<file path="config.mk">
export PLATFORM = sky130hd
export DESIGN_NAME = password_enumerator_flat
export DESIGN_NICKNAME = d
export VERILOG_FILES = /design/src/rtl/password_enumerator_if.sv /design/src/rtl/password_enumerator.sv /design/src/flat_wrapper.sv
export SDC_FILE = /design/constraint.sdc
export NUM_CORES = 1
export LEC_CHECK = 0
export ABC_AREA = 1
export BUFFER_PORTS_ARGS = -buffer_cell sky130_fd_sc_hd__buf_4
export CELL_PAD_IN_SITES_DETAIL_PLACEMENT = 0
export CELL_PAD_IN_SITES_GLOBAL_PLACEMENT = 1
export CORE_AREA = 3 3 197 199
export CTS_BUF_LIST = sky130_fd_sc_hd__clkbuf_4
export DETAILED_ROUTE_END_ITERATION = 12
export DIE_AREA = 0 0 200 202
export HOLD_SLACK_MARGIN = 0.05
export PLACE_DENSITY_LB_ADDON = 0.05
export SLEW_MARGIN = 40
export SYNTH_ARGS = -nofsm -noshare
export SYNTH_HDL_FRONTEND = slang
export SYNTH_SLANG_ARGS = --single-unit
</file>
<file path="constraint.sdc">
create_clock -name clk -period 2.9 [get_ports clk]
set_clock_uncertainty 0.05 [all_clocks]
set_input_delay 0.58 -clock clk [delete_from_list [all_inputs] [get_ports clk]]
set_output_delay 0.58 -clock clk [all_outputs]
set_load 0.03 [all_outputs]
</file>
<file path="src/rtl/password_enumerator_if.sv">
// password_enumerator_if
//   Candidate stream between password_enumerator (master) and its consumer,
//   normally the MD4 loader (slave).
//   start        : one-cycle request to begin enumeration (consumer -> enumerator)
//   out_ready    : consumer accepts the current candidate
//   out_valid    : candidate on passwd_chars/passwd_len is valid
//   passwd_chars : packed candidate, char 0 in [159:152], zero-padded past passwd_len
//   passwd_len   : candidate length in bytes
//   exhausted    : every candidate has been accepted
//   count        : accepted candidates since the last start, saturating
interface password_enumerator_if;
  logic         start;
  logic         out_ready;
  logic         out_valid;
  logic [159:0] passwd_chars;
  logic [7:0]   passwd_len;
  logic         exhausted;
  logic [31:0]  count;

  modport master (
    input  start, out_ready,
    output out_valid, passwd_chars, passwd_len, exhausted, count
  );

  modport slave (
    output start, out_ready,
    input  out_valid, passwd_chars, passwd_len, exhausted, count
  );
endinterface

</file>
<file path="src/rtl/password_enumerator.sv">
// password_enumerator
//   Walks every string over the byte range CHAR_FIRST..CHAR_LAST, shortest
//   first and lexicographic within a length, from MIN_LEN to MAX_LEN bytes.
//   One candidate is presented per accepted handshake, in the packed form the
//   MD4 loader consumes. Exhaustion is flagged after the final accept.
//   clk     : single clock, rising edge
//   reset_n : asynchronous active-low reset
//   bus     : candidate stream (master side), see password_enumerator_if
module password_enumerator #(
  parameter int         MIN_LEN    = 1,
  parameter int         MAX_LEN    = 20,
  parameter logic [7:0] CHAR_FIRST = 8'h61,
  parameter logic [7:0] CHAR_LAST  = 8'h7a
) (
  input  logic                  clk,
  input  logic                  reset_n,
  password_enumerator_if.master bus
);

  typedef enum logic [1:0] {IDLE, RUN, DONE} state_t;

  state_t       state_q, state_d;
  logic [159:0] chars_q, chars_d;
  logic [7:0]   len_q, len_d;
  logic [31:0]  count_q, count_d;
  logic         valid_q, valid_d;
  logic         exh_q, exh_d;

  logic [159:0] bump_chars;   // odometer step within the current length
  logic         carry;        // carry out of char 0: every position was CHAR_LAST
  logic [159:0] grow_chars;   // first candidate of length len_q+1
  logic [159:0] first_chars;  // first candidate of length MIN_LEN

  // Odometer: char len_q-1 is least significant; positions past len_q are
  // skipped so the zero padding is never disturbed.
  always_comb begin
    bump_chars  = chars_q;
    carry       = 1'b1;
    grow_chars  = '0;
    first_chars = '0;
    for (int i = 19; i >= 0; i--) begin
      if (8'(i) < len_q && carry) begin
        if (chars_q[159-8*i -: 8] == CHAR_LAST) begin
          bump_chars[159-8*i -: 8] = CHAR_FIRST;
        end else begin
          bump_chars[159-8*i -: 8] = chars_q[159-8*i -: 8] + 8'd1;
          carry = 1'b0;
        end
      end
    end
    for (int i = 0; i < 20; i++) begin
      if (8'(i) <= len_q) grow_chars[159-8*i -: 8] = CHAR_FIRST;
      if (i < MIN_LEN)    first_chars[159-8*i -: 8] = CHAR_FIRST;
    end
  end

  // Next-state and register updates; everything holds unless changed below.
  always_comb begin
    state_d = state_q;
    chars_d = chars_q;
    len_d   = len_q;
    count_d = count_q;
    valid_d = valid_q;
    exh_d   = exh_q;
    case (state_q)
      IDLE, DONE: begin
        if (bus.start) begin
          state_d = RUN;
          chars_d = first_chars;
          len_d   = 8'(MIN_LEN);
          count_d = '0;
          valid_d = 1'b1;
          exh_d   = 1'b0;
        end
      end
      RUN: begin
        // start is deliberately ignored here: enumeration never restarts mid-run.
        if (valid_q && bus.out_ready) begin
          if (count_q != 32'hFFFF_FFFF) count_d = count_q + 32'd1;
          if (!carry) begin
            chars_d = bump_chars;
          end else if (len_q < 8'(MAX_LEN)) begin
            len_d   = len_q + 8'd1;
            chars_d = grow_chars;
          end else begin
            // Last candidate stays on the data outputs.
            state_d = DONE;
            valid_d = 1'b0;
            exh_d   = 1'b1;
          end
        end
      end
      default: state_d = IDLE;
    endcase
  end

  always_ff @(posedge clk or negedge reset_n) begin
    if (!reset_n) begin
      state_q <= IDLE;
      chars_q <= '0;
      len_q   <= '0;
      count_q <= '0;
      valid_q <= 1'b0;
      exh_q   <= 1'b0;
    end else begin
      state_q <= state_d;
      chars_q <= chars_d;
      len_q   <= len_d;
      count_q <= count_d;
      valid_q <= valid_d;
      exh_q   <= exh_d;
    end
  end

  assign bus.out_valid    = valid_q;
  assign bus.passwd_chars = chars_q;
  assign bus.passwd_len   = len_q;
  assign bus.count        = count_q;
  assign bus.exhausted    = exh_q;

endmodule

</file>
<file path="src/flat_wrapper.sv">
// flat-port wrapper written by rule: the top's interface ports become plain ports
module password_enumerator_flat 
#(
  parameter int         MIN_LEN    = 1,
  parameter int         MAX_LEN    = 20,
  parameter logic [7:0] CHAR_FIRST = 8'h61,
  parameter logic [7:0] CHAR_LAST  = 8'h7a
)
  (clk, reset_n, bus_start, bus_out_ready, bus_out_valid, bus_passwd_chars, bus_passwd_len, bus_exhausted, bus_count);
  password_enumerator_if bus_i ();
  input  logic clk;
  input  logic reset_n;
  input wire logic [$bits(bus_i.start)-1:0] bus_start;
  input wire logic [$bits(bus_i.out_ready)-1:0] bus_out_ready;
  output wire logic [$bits(bus_i.out_valid)-1:0] bus_out_valid;
  output wire logic [$bits(bus_i.passwd_chars)-1:0] bus_passwd_chars;
  output wire logic [$bits(bus_i.passwd_len)-1:0] bus_passwd_len;
  output wire logic [$bits(bus_i.exhausted)-1:0] bus_exhausted;
  output wire logic [$bits(bus_i.count)-1:0] bus_count;
  assign bus_i.start = bus_start;
  assign bus_i.out_ready = bus_out_ready;
  assign bus_out_valid = bus_i.out_valid;
  assign bus_passwd_chars = bus_i.passwd_chars;
  assign bus_passwd_len = bus_i.passwd_len;
  assign bus_exhausted = bus_i.exhausted;
  assign bus_count = bus_i.count;
  password_enumerator #(.MIN_LEN(MIN_LEN), .MAX_LEN(MAX_LEN), .CHAR_FIRST(CHAR_FIRST), .CHAR_LAST(CHAR_LAST)) u_core (.clk(clk), .reset_n(reset_n), .bus(bus_i));
endmodule
</file>
=== After elaboration in Yosys (flattened, before gate mapping) ===
Index checks and enable logic that the tools add are counted.

* Flip-flop bits (word level): 204
* Input port bits: 4
* Output and inout bits: 202
* Logic and storage cells: 314

* Add/subtract/negate cells: 22
* Order comparisons: 41
* Equal/unequal tests: 50
* Muxes and demuxes: 129
* Reduce and logical (&&, ||, !) cells: 47

{| class="wikitable"
|+ Operator list
! kind !! number
|-
| 160-bit two-way mux || 4
|-
| 8-bit two-way mux || 44
|-
| 160-bit case mux with 2 select lines || 1
|-
| 8-bit by 1-bit adder with 8-bit output, second input constant || 21
|-
| 8-bit by 7-bit == test with 1-bit output, second input constant || 20
|-
| 7-bit two-way mux || 20
|-
| 5-bit AND reduction || 22
|-
| 32-bit two-way mux || 3
|-
| 4-bit by 8-bit <= comparator with 1-bit output, first input constant || 8
|-
| 4-bit by 8-bit less-than comparator with 1-bit output, first input constant || 8
|-
| 32-bit case mux with 2 select lines || 1
|-
| 3-bit by 1-bit != test with 1-bit output, second input constant || 20
|-
| 1-bit two-way mux || 48
|-
| 32-bit by 1-bit adder with 32-bit output, second input constant || 1
|-
| 3-bit by 8-bit <= comparator with 1-bit output, first input constant || 4
|-
| 5-bit by 8-bit <= comparator with 1-bit output, first input constant || 4
|-
| 3-bit by 8-bit less-than comparator with 1-bit output, first input constant || 4
|-
| 5-bit by 8-bit less-than comparator with 1-bit output, first input constant || 4
|-
| 32-bit != test, second input constant || 1
|-
| 1-bit logical AND || 20
|-
| 1-bit by 8-bit <= comparator with 1-bit output, first input constant || 2
|-
| 2-bit by 8-bit <= comparator with 1-bit output, first input constant || 2
|-
| 1-bit by 8-bit less-than comparator with 1-bit output, first input constant || 2
|-
| 2-bit by 8-bit less-than comparator with 1-bit output, first input constant || 2
|-
| other kinds (14) || 23
|}

=== Depth between registers and ports, before layout ===
* Depth after elaboration: 44
* Gate-level depth with buffers: 22

=== Worst setup path before layout ===
OpenSTA, ideal clock, no wires.

* Path kind: flip-flop to flip-flop
* Start point: reg u_core.len_q[0] (netlist: u_core.bus.passwd_len[0])
* End point: reg u_core.chars_q[82] (netlist: u_core.bus.passwd_chars[82])
* Library setup time: 0.119 ns
* Arrival time: 2.835 ns
* Setup slack: -0.104 ns
* Stages on the path, launching flop included: 22
* Path buffers: 2
* Clock period less this slack: 3.004 ns
* Path through: dfrtp_1 > inv_1 > ha_1 > inv_1 > nor2_1 > nand2_1 > nand2_1 > nor2_1 > nor2_2 > nand4_2 > nor2_2 > nand4_2 > nor2_4 > nand4_4 > nor3_4 > nand4_2 > nand2_2 > nand2_2 > buf_6 > buf_2 > nand3_1 > nand2_1

* Longest elaborated chain between the ends: 43
* Elaborated cells between the ends (all ways): 85
* Those cells by class: order compare (21); eq/ne (2); mux (42); reduce/logical (20)

{| class="wikitable"
|+ RTL lines
! what !! line !! text
|-
| start: declaration || password_enumerator.sv:24 || <nowiki>logic [7:0] len_q, len_d;</nowiki>
|-
| start signal: assignment || password_enumerator.sv:108 || <nowiki>len_q <= len_d;</nowiki>
|-
| 5-bit by 8-bit less-than comparator with 1-bit output || password_enumerator.sv:42 || <nowiki>if (8'(i) < len_q && carry) begin</nowiki>
|-
| 1-bit two-way mux || password_enumerator.sv:42 ||
|-
| 1-bit two-way mux or 1-bit logical AND (tied branches) || password_enumerator.sv:43, password_enumerator.sv:42 ||
|-
| 1-bit two-way mux || password_enumerator.sv:42 ||
|-
| 1-bit two-way mux or 1-bit logical AND (tied branches) || password_enumerator.sv:43, password_enumerator.sv:42 ||
|-
| 1-bit two-way mux || password_enumerator.sv:42 ||
|-
| 1-bit two-way mux or 1-bit logical AND (tied branches) || password_enumerator.sv:43, password_enumerator.sv:42 ||
|-
| 1-bit two-way mux || password_enumerator.sv:42 ||
|-
| [27 not listed] || - ||
|-
| 1-bit two-way mux || password_enumerator.sv:42 ||
|-
| 1-bit two-way mux or 1-bit logical AND (tied branches) || password_enumerator.sv:43, password_enumerator.sv:42 ||
|-
| 1-bit two-way mux || password_enumerator.sv:42 ||
|-
| 1-bit two-way mux or 1-bit logical AND (tied branches) || password_enumerator.sv:43, password_enumerator.sv:42 ||
|-
| 1-bit two-way mux || password_enumerator.sv:42 ||
|-
| 160-bit two-way mux || password_enumerator.sv:80 || <nowiki>if (!carry) begin</nowiki>
|-
| 160-bit two-way mux || password_enumerator.sv:78 || <nowiki>if (valid_q && bus.out_ready) begin</nowiki>
|-
| 160-bit case mux with 2 select lines || password_enumerator.sv:65 || <nowiki>case (state_q)</nowiki>
|-
| end signal: assignment || password_enumerator.sv:107 || <nowiki>chars_q <= chars_d;</nowiki>
|-
| end: declaration || password_enumerator.sv:23 || <nowiki>logic [159:0] chars_q, chars_d;</nowiki>
|}

Several ways; a longest one is shown, not always the timed one. The select of a mux whose other input is x is not followed.
A chain may end at the register's enable or synchronous reset.

=== Final worst setup path ===
* Start point: reg u_core.len_q[1] (netlist: u_core.bus.passwd_len[1])
* End point: reg u_core.chars_q[115] (netlist: u_core.bus.passwd_chars[115])

The elaborated chain is that of the path after synthesis.

==> results by group <==
Yosys
  – Post-synth EDFFs: 0
  – Register area share after synthesis: 36.43%
  – Mapped Nets: 2124
  – Syn Area/Cell: 6.750 sq um
  – Register bit count reported by yosys: 204
  – Mapped Area: 14010 sq um
  – Synth cell types: 49
  – Synth Flop Type: dfrtp_1
  – Synth async-reset ratio: 100.0%
  – YS warnings: 0
  – Synthesized instance count: 2076

Setup path
  – CP Capture Type: register
  – Worst reg2reg startpoint: u_core.bus.passwd_len[1]$_DFFE_PN0P_
  – Setup slack, reg-to-reg: -0.24 ns
  – Critical path peak fanout: 9
  – Worst Setup Start Kind: register
  – CP arrival: 3.69 ns
  – Reg2Reg Depth: 22
  – WP data required: 3.44 ns
  – Path type of the worst setup path: reg -> reg
  – Setup crit end: u_core.bus.passwd_chars[115]$_DFFE_PN0P_
  – Crit path from: u_core.bus.passwd_len[1]$_DFFE_PN0P_
  – RR Endpoint: u_core.bus.passwd_chars[115]$_DFFE_PN0P_

Placement
  – Placed insts: 3009
  – Cell Area, Placed: 17990 sq um
  – IO buf count: 205
  – Gpl congestion: 0.9004
  – Post-DP HPWL: 34640 um

Floorplanning
  – Die X-Extent: 200 um
  – # IOs: 206
  – Initial core utilization: 37.47%
  – Core area: 37400 sq um
  – Die area: 40400 sq um
  – FP Rows: 71
  – Die Ht: 202 um

Clock network
  – H-tree Lvls: 3
  – Clk sinks: 204
  – Worst-path clk slew: 0.06 ns
  – CTS max path bufs: 3
  – CTS tree: yes
  – CTS root buffer: clkbuf_4
  – TritonCTS buffer count: 68
  – Worst-Skew Late Latency: 0.73 ns

Worst hold path
  – Hold depth: 6
  – HP Class: in -> reg

Power and ir drop
  – Max IR drop VDD: 219.5 uV
  – Leak pwr: 11.07 nW
  – Pwr dens: 321.3 nW/um^2

Run status
  – Status: finished, violations left
  – Failing checks: setup timing

Global route
  – Initial antenna violation count: 1
  – Vias in the first global route: 15348
  – Largest net degree at the start of global routing: 61
  – Gr usage total: 24.65%
  – Wire length of the first global-routing pass: 79970 um
  – Gr ovfl total: 0

Final layout
  – Syn-to-layout area delta: 54.63%
  – Leading cell types in the layout, fill and taps excluded: 579 x nand2_1, 441 x buf_4, 330 x nor2_1
  – Finished Core Util: 57.94%
  – Commonest non-fill, non-tap cell in the layout: nand2_1
  – Fillers: 3531
  – Nets@finish: 2675
  – Fin area: 21670 sq um
  – Non-Filler Instances: 3185
  – Multi-input logic area: 9458 sq um
  – Layout cells sized above 1: 38.12%
  – Reg area: 5120 sq um

Drt
  – Vias per cell: 4.916
  – DRC viols: 0
  – Vias: 15658
  – Metal-1 WL: 23010 um
  – Initial DRT Pass Iterations: 6
  – DR WL/cell: 16.34 um
  – Highest routed layer: met4
  – Antenna Nets Post-Route: 0
  – WL final: 52030 um
  – Met3 Wirelength: 2432 um
  – Drt initial violations: 906
  – DR WL met2: 24970 um

STA
  – Max-Slew Margin vs Limit: 60.63%
  – Tmin final: 3.142 ns
  – Worst Slack Setup Final: -0.2418 ns
  – Hold Slack: 0.3615 ns
  – Pins Over Slew Limit: 0
  – Part of the cycle the worst path needs: 108.3%
  – Final Hold Vio Count: 0
  – Setup-failing EPs final: 169
  – F_max: 0.3183 GHz
  – RSZ-0062 raised after global routing: yes
  – Slew at the pin closest to its max-slew limit: 0.5905 ns

Run
  – Max Cap Viol: 0
-- cell type report --
cell class                      count  area share [%]
Multi-Input combinational cell   1624           43.65
Sequential cell                   204           23.63
Timing Repair Buffer              531           22.32
Inverter                          198           3.591
Clock buffer                       99           3.430
Tap cell                          511           2.951
Clock inverter                     17          0.4273
Antenna cell                        1         0.01155
-- logic make-up after synthesis --
group / Yosys count / synth area share (%)
AND/OR/NAND/NOR: 1389 / 42.92
flip-flops: 204 / 36.43
adder cells (fa/ha/maj): 44 / 3.929
AO/OA/AOI/OAI: 123 / 4.732
XOR/XNOR: 66 / 4.125
buffers and inverters: 250 / 7.866
-- through the flow --
step	worst slack, ns	TNS (ns)	total power [mW]
floorplan	0.01436	0	3.401
global placement	-0.1356	-12.60	3.743
detailed placement	-0.2375	-30.99	3.751
CTS	-0.1438	-13.52	7.010
global route	-0.3952	-52.78	7.324
finish	-0.2418	-26.98	6.963
-- report_power, final --
| group | switching [mW] | total, mW | leakage [nW] | internal (mW) |
|---|---|---|---|---|
| Combinational | 0.551 | 0.911 | 7.80 | 0.360 |
| Sequential | 0.0715 | 2.99 | 2.76 | 2.92 |
| Clock | 1.42 | 3.06 | 0.510 | 1.64 |
-- how the worst min path moves through the flow --
stage / slack (ns) / start / endpoint
final: 0.36 / bus_out_ready / u_core.bus.exhausted$_DFFE_PN0P_
after global routing: 0.37 / bus_out_ready / u_core.state_q[0]$_DFFE_PN0P_
after CTS: 0.33 / reset_n / u_core.bus.count[15]$_DFFE_PN0P_
after detailed placement: 0.46 / u_core.bus.passwd_chars[91]$_DFFE_PN0P_ / u_core.bus.passwd_chars[91]$_DFFE_PN0P_
after global placement: 0.46 / u_core.bus.out_valid$_DFFE_PN0P_ / u_core.bus.out_valid$_DFFE_PN0P_
after floorplan: 0.23 / reset_n / u_core.bus.count[0]$_DFFE_PN0P_
-- routing by layer --
layer  vias up  GRT usage, %
li1       7762             -
met2       401         40.44
met3       122         4.534
met1      7373         32.23
met4         0         9.497
met5         -             0
-- Yosys cell counts, types with 2 or more instances --
library cell  number  share of area (%)
nor2_2             7               0.31
a21oi_2            2               0.13
or4_1              2               0.11
or2_2             30                1.3
nand2_1          650                 17
dfrtp_1          204                 36
nand3b_1          12               0.64
xnor2_1           30                1.9
or3b_2             3               0.19
o21ai_0           46                1.6
and3_1             2              0.089
buf_4             10               0.54
clkbuf_1          16               0.43
inv_2             25               0.67
o21ai_1            4               0.14
o21a_1             2               0.11
ha_1              44                3.9
xor2_1            36                2.2
nor2_4             5               0.40
o21bai_1           3               0.16
buf_6             13                1.0
nor3_1            43                1.5
nand4_1           20               0.89
a31oi_1            4               0.18
nand3_1          190                6.8
nand4_2            3               0.27
a21oi_1           56                2.0
buf_8              2               0.21
nor4_1            14               0.62
nor2_1           369                9.9
buf_2              5               0.18
inv_1            172                4.6
nand4_4            2               0.30
nand3_2            2               0.14
nor3b_1            4               0.21
buf_1              6               0.16
nand2_2           26                1.2
-- critical path, stage by stage, from the launching register on --
cell     delay [ns]
dfrtp_2        0.44
inv_2          0.10
buf_6          0.10
nand2_2        0.06
nand2_1        0.07
nand2_2        0.06
nand2_2        0.09
nand3_4        0.10
nor2_4         0.14
nand4_4        0.11
nor2_4         0.12
nand4_4        0.10
nor2_4         0.13
nand4_4        0.13
nor3_4         0.21
nand4_4        0.16
nand2_4        0.14
buf_12         0.12
nand2_8        0.11
buf_12         0.20
buf_16         0.15
nand3_2        0.07
nand2_1        0.05
-- flip-flops by register name, indices dropped and copies added, names as in the netlist --
register                 cells
u_core.bus.count            32
u_core.bus.exhausted         1
u_core.bus.out_valid         1
u_core.bus.passwd_chars    160
u_core.bus.passwd_len        8
u_core.state_q               2
-- repair_timing --
action                                 in CTS  in global routing
hold buffers                                2                  0
gates resized for setup                   195                269
endpoints found under the hold margin      52                  0
cloned                                     12                 11
pin swaps                                  77                160
buffers inserted                           21                 17
setup endpoints to repair                 172                181
No activity file was read; power rests on OpenSTA's default activity.
